File: src/rtl/dmem_arb_pkg.sv
// dmem_arb_pkg: shared types and constants for the data-memory arbiter
package dmem_arb_pkg;
  typedef enum logic [2:0] {IDLE, CPU_A, CPU_D, EXT_A, EXT_D} arb_state_t;
  localparam logic [2:0] MODE_WORD = 3'b010;
endpackage

File: src/rtl/arb_starve_counter.sv
// arb_starve_counter: saturating counter with synchronous clear
// Ports: clk, rst (async active-low), inc_i (count up), clr_i (clear, wins over inc_i),
//        cnt_o (current count, saturates at MAX)
module arb_starve_counter #(
  parameter int W   = 3,
  parameter int MAX = 4
) (
  input  logic         clk,
  input  logic         rst,
  input  logic         inc_i,
  input  logic         clr_i,
  output logic [W-1:0] cnt_o
);
  logic [W-1:0] cnt_q, cnt_d;
  always_comb cnt_d = clr_i ? '0 : (inc_i && cnt_q != W'(MAX)) ? cnt_q + 1'b1 : cnt_q;
  always_ff @(posedge clk or negedge rst)
    if (!rst) cnt_q <= '0;
    else      cnt_q <= cnt_d;
  assign cnt_o = cnt_q;
endmodule

File: src/rtl/dmem_arbiter.sv
// dmem_arbiter: shares the data-memory port between the CPU M-stage and an external requester
// Ports: clk, rst (async active-low); cpu_* request/response and stall; ext_* request/response
//        and grant; mem_* drive to data_memory, mem_rdata back from it.
// Build option: define DMEM_ARB_STARVE_GUARD_EN to force an external grant after
//        STARVE_LIMIT consecutive CPU grants while ext_req is pending.
module dmem_arbiter
  import dmem_arb_pkg::*;
#(
  parameter int WIDTH        = 32,
  parameter int STARVE_LIMIT = 4
) (
  input  logic             clk,
  input  logic             rst,
  input  logic             cpu_req,
  input  logic             cpu_we,
  input  logic [WIDTH-1:0] cpu_addr,
  input  logic [WIDTH-1:0] cpu_wdata,
  input  logic [2:0]       cpu_mode,
  output logic [WIDTH-1:0] cpu_rdata,
  output logic             cpu_done,
  output logic             stall,
  input  logic             ext_req,
  input  logic             ext_we,
  input  logic [WIDTH-1:0] ext_addr,
  input  logic [WIDTH-1:0] ext_wdata,
  output logic             ext_gnt,
  output logic [WIDTH-1:0] ext_rdata,
  output logic             ext_done,
  output logic             mem_we,
  output logic [WIDTH-1:0] mem_addr,
  output logic [WIDTH-1:0] mem_wdata,
  output logic [2:0]       mem_mode,
  input  logic [WIDTH-1:0] mem_rdata
);
  arb_state_t       state_q, state_d;
  logic [WIDTH-1:0] hold_q, hold_d;
  logic             force_ext;

`ifdef DMEM_ARB_STARVE_GUARD_EN
  localparam int CW = $clog2(STARVE_LIMIT + 1);
  logic [CW-1:0] starve_cnt;
  logic          grant_cpu, grant_ext;
  assign force_ext = ext_req && starve_cnt == CW'(STARVE_LIMIT);
  assign grant_cpu = state_q == IDLE && cpu_req && !force_ext;
  assign grant_ext = state_q == IDLE && ext_req && (force_ext || !cpu_req);
  // Count only CPU wins that actually kept a pending external request waiting.
  arb_starve_counter #(.W(CW), .MAX(STARVE_LIMIT)) u_starve (
    .clk   (clk),
    .rst   (rst),
    .inc_i (grant_cpu && ext_req),
    .clr_i (grant_ext || !ext_req),
    .cnt_o (starve_cnt)
  );
`else
  assign force_ext = 1'b0;
`endif

  always_ff @(posedge clk or negedge rst)
    if (!rst) begin
      state_q <= IDLE;
      hold_q  <= '0;
    end else begin
      state_q <= state_d;
      hold_q  <= hold_d;
    end

  always_comb begin
    state_d   = state_q;
    hold_d    = hold_q;
    mem_we    = 1'b0;
    mem_addr  = '0;
    mem_wdata = '0;
    mem_mode  = '0;
    cpu_done  = 1'b0;
    cpu_rdata = '0;
    ext_gnt   = 1'b0;
    ext_done  = 1'b0;
    ext_rdata = '0;
    case (state_q)
      IDLE:  state_d = (cpu_req && !force_ext) ? CPU_A : ext_req ? EXT_A : IDLE;
      CPU_A: begin
        state_d   = CPU_D;
        hold_d    = mem_rdata;
        mem_we    = cpu_we;
        mem_addr  = cpu_addr;
        mem_wdata = cpu_wdata;
        mem_mode  = cpu_mode;
      end
      CPU_D: begin
        state_d   = IDLE;
        cpu_done  = 1'b1;
        cpu_rdata = hold_q;
      end
      EXT_A: begin
        state_d   = EXT_D;
        hold_d    = mem_rdata;
        ext_gnt   = 1'b1;
        mem_we    = ext_we;
        mem_addr  = ext_addr;
        mem_wdata = ext_wdata;
        mem_mode  = MODE_WORD;
      end
      EXT_D: begin
        state_d   = IDLE;
        ext_done  = 1'b1;
        ext_rdata = hold_q;
      end
      default: state_d = IDLE;
    endcase
  end

  assign stall = cpu_req & ~cpu_done;
endmodule

File: config.mk
export PLATFORM = sky130hd
export DESIGN_NAME = dmem_arbiter
export DESIGN_NICKNAME = d
export VERILOG_FILES = /design/src/rtl/dmem_arb_pkg.sv /design/src/rtl/arb_starve_counter.sv /design/src/rtl/dmem_arbiter.sv
export SDC_FILE = /design/constraint.sdc
export NUM_CORES = 1
export LEC_CHECK = 0
export BUFFER_PORTS_ARGS = -buffer_cell sky130_fd_sc_hd__buf_2
export CORE_AREA = 2 2 120 122
export CTS_CLUSTER_DIAMETER = 100
export DETAILED_ROUTE_END_ITERATION = 7
export DIE_AREA = 0 0 122 124
export PLACE_DENSITY = 0.61
export SYNTH_ARGS = -nofsm -noshare
export SYNTH_HDL_FRONTEND = slang
export SYNTH_SLANG_ARGS = --single-unit
File: constraint.sdc
create_clock -name clk -period 1.8 [get_ports clk]
set_input_delay 0.18 -clock clk [delete_from_list [all_inputs] [get_ports clk]]
set_output_delay 0.18 -clock clk [all_outputs]
set_load 0.02 [all_outputs]
# [After elaboration in Yosys (flattened, before gate mapping)]
# Cells that the tools add are included.
# W data, S select, Z words.
[classes] n_reduce_logical=2 muxes=12 eq_ne=4 bitwise=2
[ops] operator="$pmux W32 S2" count=2
[ops] operator="$mux W32" count=2
[ops] operator="$pmux W3 S3" count=1
[ops] operator="$eq A3 B2 Y1 const B" count=2
[ops] operator="$pmux W3 S2" count=1
[ops] operator="$mux W2" count=2
[ops] operator="$eq A3 B1 Y1 const B" count=1
[ops] operator="$eq A3 B3 Y1 const B" count=1
[ops] operator="$logic_not A3 Y1" count=1
[ops] operator="$mux W1" count=3
[ops] operator="$pmux W1 S2" count=1
[ops] operator="$reduce_or A2 Y1" count=1
[ops] operator="$and A1 B1 Y1" count=1
[ops] operator="$not A1 Y1" count=1
[totals] inputBits=169 ff_bits=35 out_inout_bits=136 wordCells=22

# [Logic depth before layout (Yosys ltp)]
[depth] word_depth=4 depth_mapped=5 mapped_depth_nobuf=2

# [Worst setup path after synthesis]
# Ideal clock, no wire load.
[synth_path] path_type="register -> output" from="register state_q[1]" to="output ext_rdata[22]" n_path_buf=2 path_slack_ns=0.219 arrival_time_ns=1.401 path_stages_with_launch=5 path_cell_list="dfrtp_1 > buf_2 > nor3b_2 > clkbuf_1 > and2_1"
[synth_via] elab_chain_len=2
[synth_rtl] item="start, declared" line="dmem_arbiter.sv:35" text="arb_state_t state_q, state_d;"
[synth_rtl] item="start signal, assigned" line="dmem_arbiter.sv:63" text="state_q <= state_d;"
[synth_rtl] item="$eq A3 B3 Y1" line="dmem_arbiter.sv:79" text="case (state_q)"
[synth_rtl] item="$mux W32" line="dmem_arbiter.sv:79"
[synth_rtl] item="end, declared" line="dmem_arbiter.sv:27" text="output logic [WIDTH-1:0] ext_rdata,"
# Every way passes these cells.

# [Worst setup path after layout]
[layout_path] from="register state_q[1]" to="output cpu_rdata[14]"
[layout_via] elab_chain_len=2
[layout_rtl] item="$eq A3 B2 Y1" line="dmem_arbiter.sv:79"
[layout_rtl] item="$mux W32" line="dmem_arbiter.sv:79"
[layout_rtl] item="end, declared" line="dmem_arbiter.sv:19" text="output logic [WIDTH-1:0] cpu_rdata,"
# Every way passes these cells.

==> impl_metrics.py <==
metrics = {
    "grt": {
        "grt_max_degree": 49,
        "grt.total_usage": 0.128,
        "antenna_found_initial": 0,
        "grt_first_pass_wirelength_um": 15100,
        "overflow": 0,
        "first_global_vias": 2873,
    },
    "sta": {
        "setup_violations": 0,
        "worst_slack_ns": 0.000795,
        "slew_headroom": 0.663,
        "tightest_slew_ns": 0.506,
        "fin_crit_ns": 1.80,
        "timing.final.crit_share": 1.00,
        "clock.fmax_mhz": 556,
        "hold_viol": 0,
        "fin_skew_ns": 0.0100,
        "rsz0062_at_grt": "true",
        "finalMaxSlewViolations": 0,
    },
    "pwr": {
        "power_uw": 7840,
        "power_density_nw_per_um2": 1550,
        "p_leak_uw": 0.00280,
        "ir_drop_mv": 0.606,
    },
    "die": {
        "die_area_um2": 15100,
        "fp.dieH_um": 124,
        "coreArea_um2": 13700,
        "die_w_um": 122,
        "core.rowCount": 43,
        "io_pins": 305,
        "initial_core_util": 0.202,
    },
    "final_layout": {
        "diodes": 0,
        "areaGrowthSynthToFinish_pct": 83.0,
        "n_fill_cell": 1434,
        "drive_above_1_share": 0.578,
        "nNetsFinal": 775,
        "fin_area_um2": 5070,
    },
    "synth": {
        "netlist_area_um2": 2770,
        "syn_area_per_cell_um2": 9.21,
        "syn-num-nets": 470,
        "synth_top_area_cell": "dfrtp_1",
        "ys_types": 16,
        "synth_top_area_share": 0.316,
        "yosysWarnings": 0,
        "syn_inst": 301,
        "seq_area_frac_synth": 0.316,
        "synth.area.top_cells": "dfrtp_1 32%, mux2i_1 23%, and2_1 14%",
        "synth_seq_cells": 35,
    },
    "clocking": {
        "cts_tree": "built",
        "clkLatencyLatePin_ns": 0.28,
        "root_buffer": "clkbuf_16",
        "htreeDepth": 2,
        "path_clk_slew_ns": 0.06,
        "numCtsBuffers": 5,
        "clk_path_buf_depth": 2,
        "clock_sinks": 35,
    },
    "critical_path": {
        "worst-path-max-fanout": 16,
        "critPathTopFamily": "flip-flops",
        "slowest_stage": "dfrtp_4",
        "reg2reg_depth": 3,
        "worstSetupEndpoint": "cpu_rdata[14]",
        "cp_num_buf_inv": 3,
        "crit_cells": 5,
        "reg2reg_from": "state_q[2]",
        "cp.arrival_ns": 1.62,
        "startpoint": "state_q[1]",
        "crit_path_frequent_cell": "buf_4",
        "cp_cell_sequence": "nor3b_4 > buf_4 > buf_12 > and2_1 > buf_4",
        "crit_type": "reg2out",
        "r2r_slack_ns": 0.39,
        "critical_path.max_stage_delay_ns": 0.54,
        "cp.required_ns": 1.62,
        "crit_path_end_kind": "primary output",
        "startpoint_type": "flop",
        "r2r-end": "hold_q[18]",
    },
    "worst_hold_path": {
        "hp-class": "in2reg",
    },
    "route": {
        "drtPass1Iterations": 6,
        "ant_nets": 0,
        "post_drt_wl_per_cell_um": 15.2,
        "drt_iter0_drc": 78,
        "via_count": 3282,
        "drcViolationCount": 0,
        "routed_via_density": 4.17,
        "wirelength_um": 12000,
    },
    "placement": {
        "io_buffers": 304,
        "place.gp.congestion": 0.761,
        "placed_area_um2": 4530,
        "dpl.hpwl_um": 9250,
        "pre_cts_ws_ns": 0.201,
    },
    "run": {
        "cap_violations": 0,
    },
    "outcome": {
        "status": "completed",
    },
}
registers in the layout (all words and copies together), names as in the netlist:
signal	cells
hold_q	32
state_q	3
synthesized netlist by cell type (all sizes together):
master and instances:
nand2b 1, dfrtp 35, and3 2, mux2i 65, nor2 69, and3b 2
clkbuf 5, nor2b 2, mux2 32, and2 64, nor3b 2, nor4 1
o21a 1, buf 20
worst min-delay path by stage:
| stage | startpoint | to | slack (ns) | cells after the start |
|---|---|---|---|---|
| 2_1_floorplan | rst | hold_q[0] | -0.12 | 0 |
| 3_3_place_gp | rst | hold_q[26] | 0.18 | 1 |
| 3_5_place_dp | rst | hold_q[26] | 0.19 | 1 |
| 4_1_cts | mem_rdata[28] | hold_q[28] | 0.10 | 2 |
| 5_1_grt | mem_rdata[6] | hold_q[6] | 0.10 | 2 |
| 6_report | mem_rdata[28] | hold_q[28] | 0.11 | 2 |
what timing repair did:
| item | in CTS | in global routing |
|---|---|---|
| setup endpoints to repair | 52 | 88 |
| gates cloned | 1 | 2 |
| endpoints found under the hold margin | 22 | 0 |
| setup buffers | 3 | 4 |
| hold buffers | 1 | 0 |
| gates resized for setup | 2 | 83 |
where the power goes:
| part | switching [uW] | internal [uW] | total (uW) |
|---|---|---|---|
| registers | 350 | 1200 | 1550 |
| clock network | 325 | 588 | 913 |
| logic | 2900 | 2470 | 5370 |
| total | 3580 | 4260 | 7840 |
area by class of cell:
type                            instances  area, um^2  area share
Timing Repair Buffer                  323        1990       0.392
Clock buffer                            7         153      0.0301
Sequential cell                        35         881       0.174
Tap cell                              180         225      0.0444
Clock inverter                          1        7.51     0.00148
Multi-Input combinational cell        241        1820       0.358
cell usage in the layout, fill, tap and decap left out, types with 4 or more instances in the layout:
cell / instances
and2_1: 53
and2_4: 11
buf_12: 5
buf_2: 256
buf_4: 35
buf_6: 22
clkbuf_16: 6
dfrtp_1: 33
mux2_1: 28
mux2_2: 4
mux2i_1: 64
nor2_1: 69
worst register-to-register path: stages (launching register included):
cell,delay (ns)
dfrtp_1,0.47
nand2b_4,0.23
buf_12,0.21
mux2_2,0.39
cells by family (layout without fill, tap and decap cells):
kind of cell           after synthesis  after routing  synth area share
AOI/OAI and AO/OA                    1              1           0.00271
DFF                                 35             35             0.316
buffers and inverters               25            331            0.0497
and+or+nand+nor                    143            143             0.267
muxes                               97             97             0.365
routing by layer:
metal	part of all wire	GRT usage	wire (um)	up-vias
li1	-	-	-	1604
met1	0.38	0.157	4580	1507
met2	0.50	0.224	6020	164
met3	0.11	0.0375	1290	7
met4	0.0062	0.0259	74	0
met5	0	0	0	-
metrics by stage:
step | setup TNS, ns | hold WS (ns) | utilization | cells
6_report | 0 | 0.107 | 0.370 | 787
5_1_grt | -0.664 | 0.104 | 0.370 | 787
4_1_cts | -0.0101 | 0.105 | 0.347 | 781
3_5_place_dp | 0 | 0.187 | 0.330 | 768
3_3_place_gp | 0 | 0.181 | 0.330 | 768
2_1_floorplan | 0 | -0.116 | - | 301
Note: power is estimated with default switching activity, not from simulation.
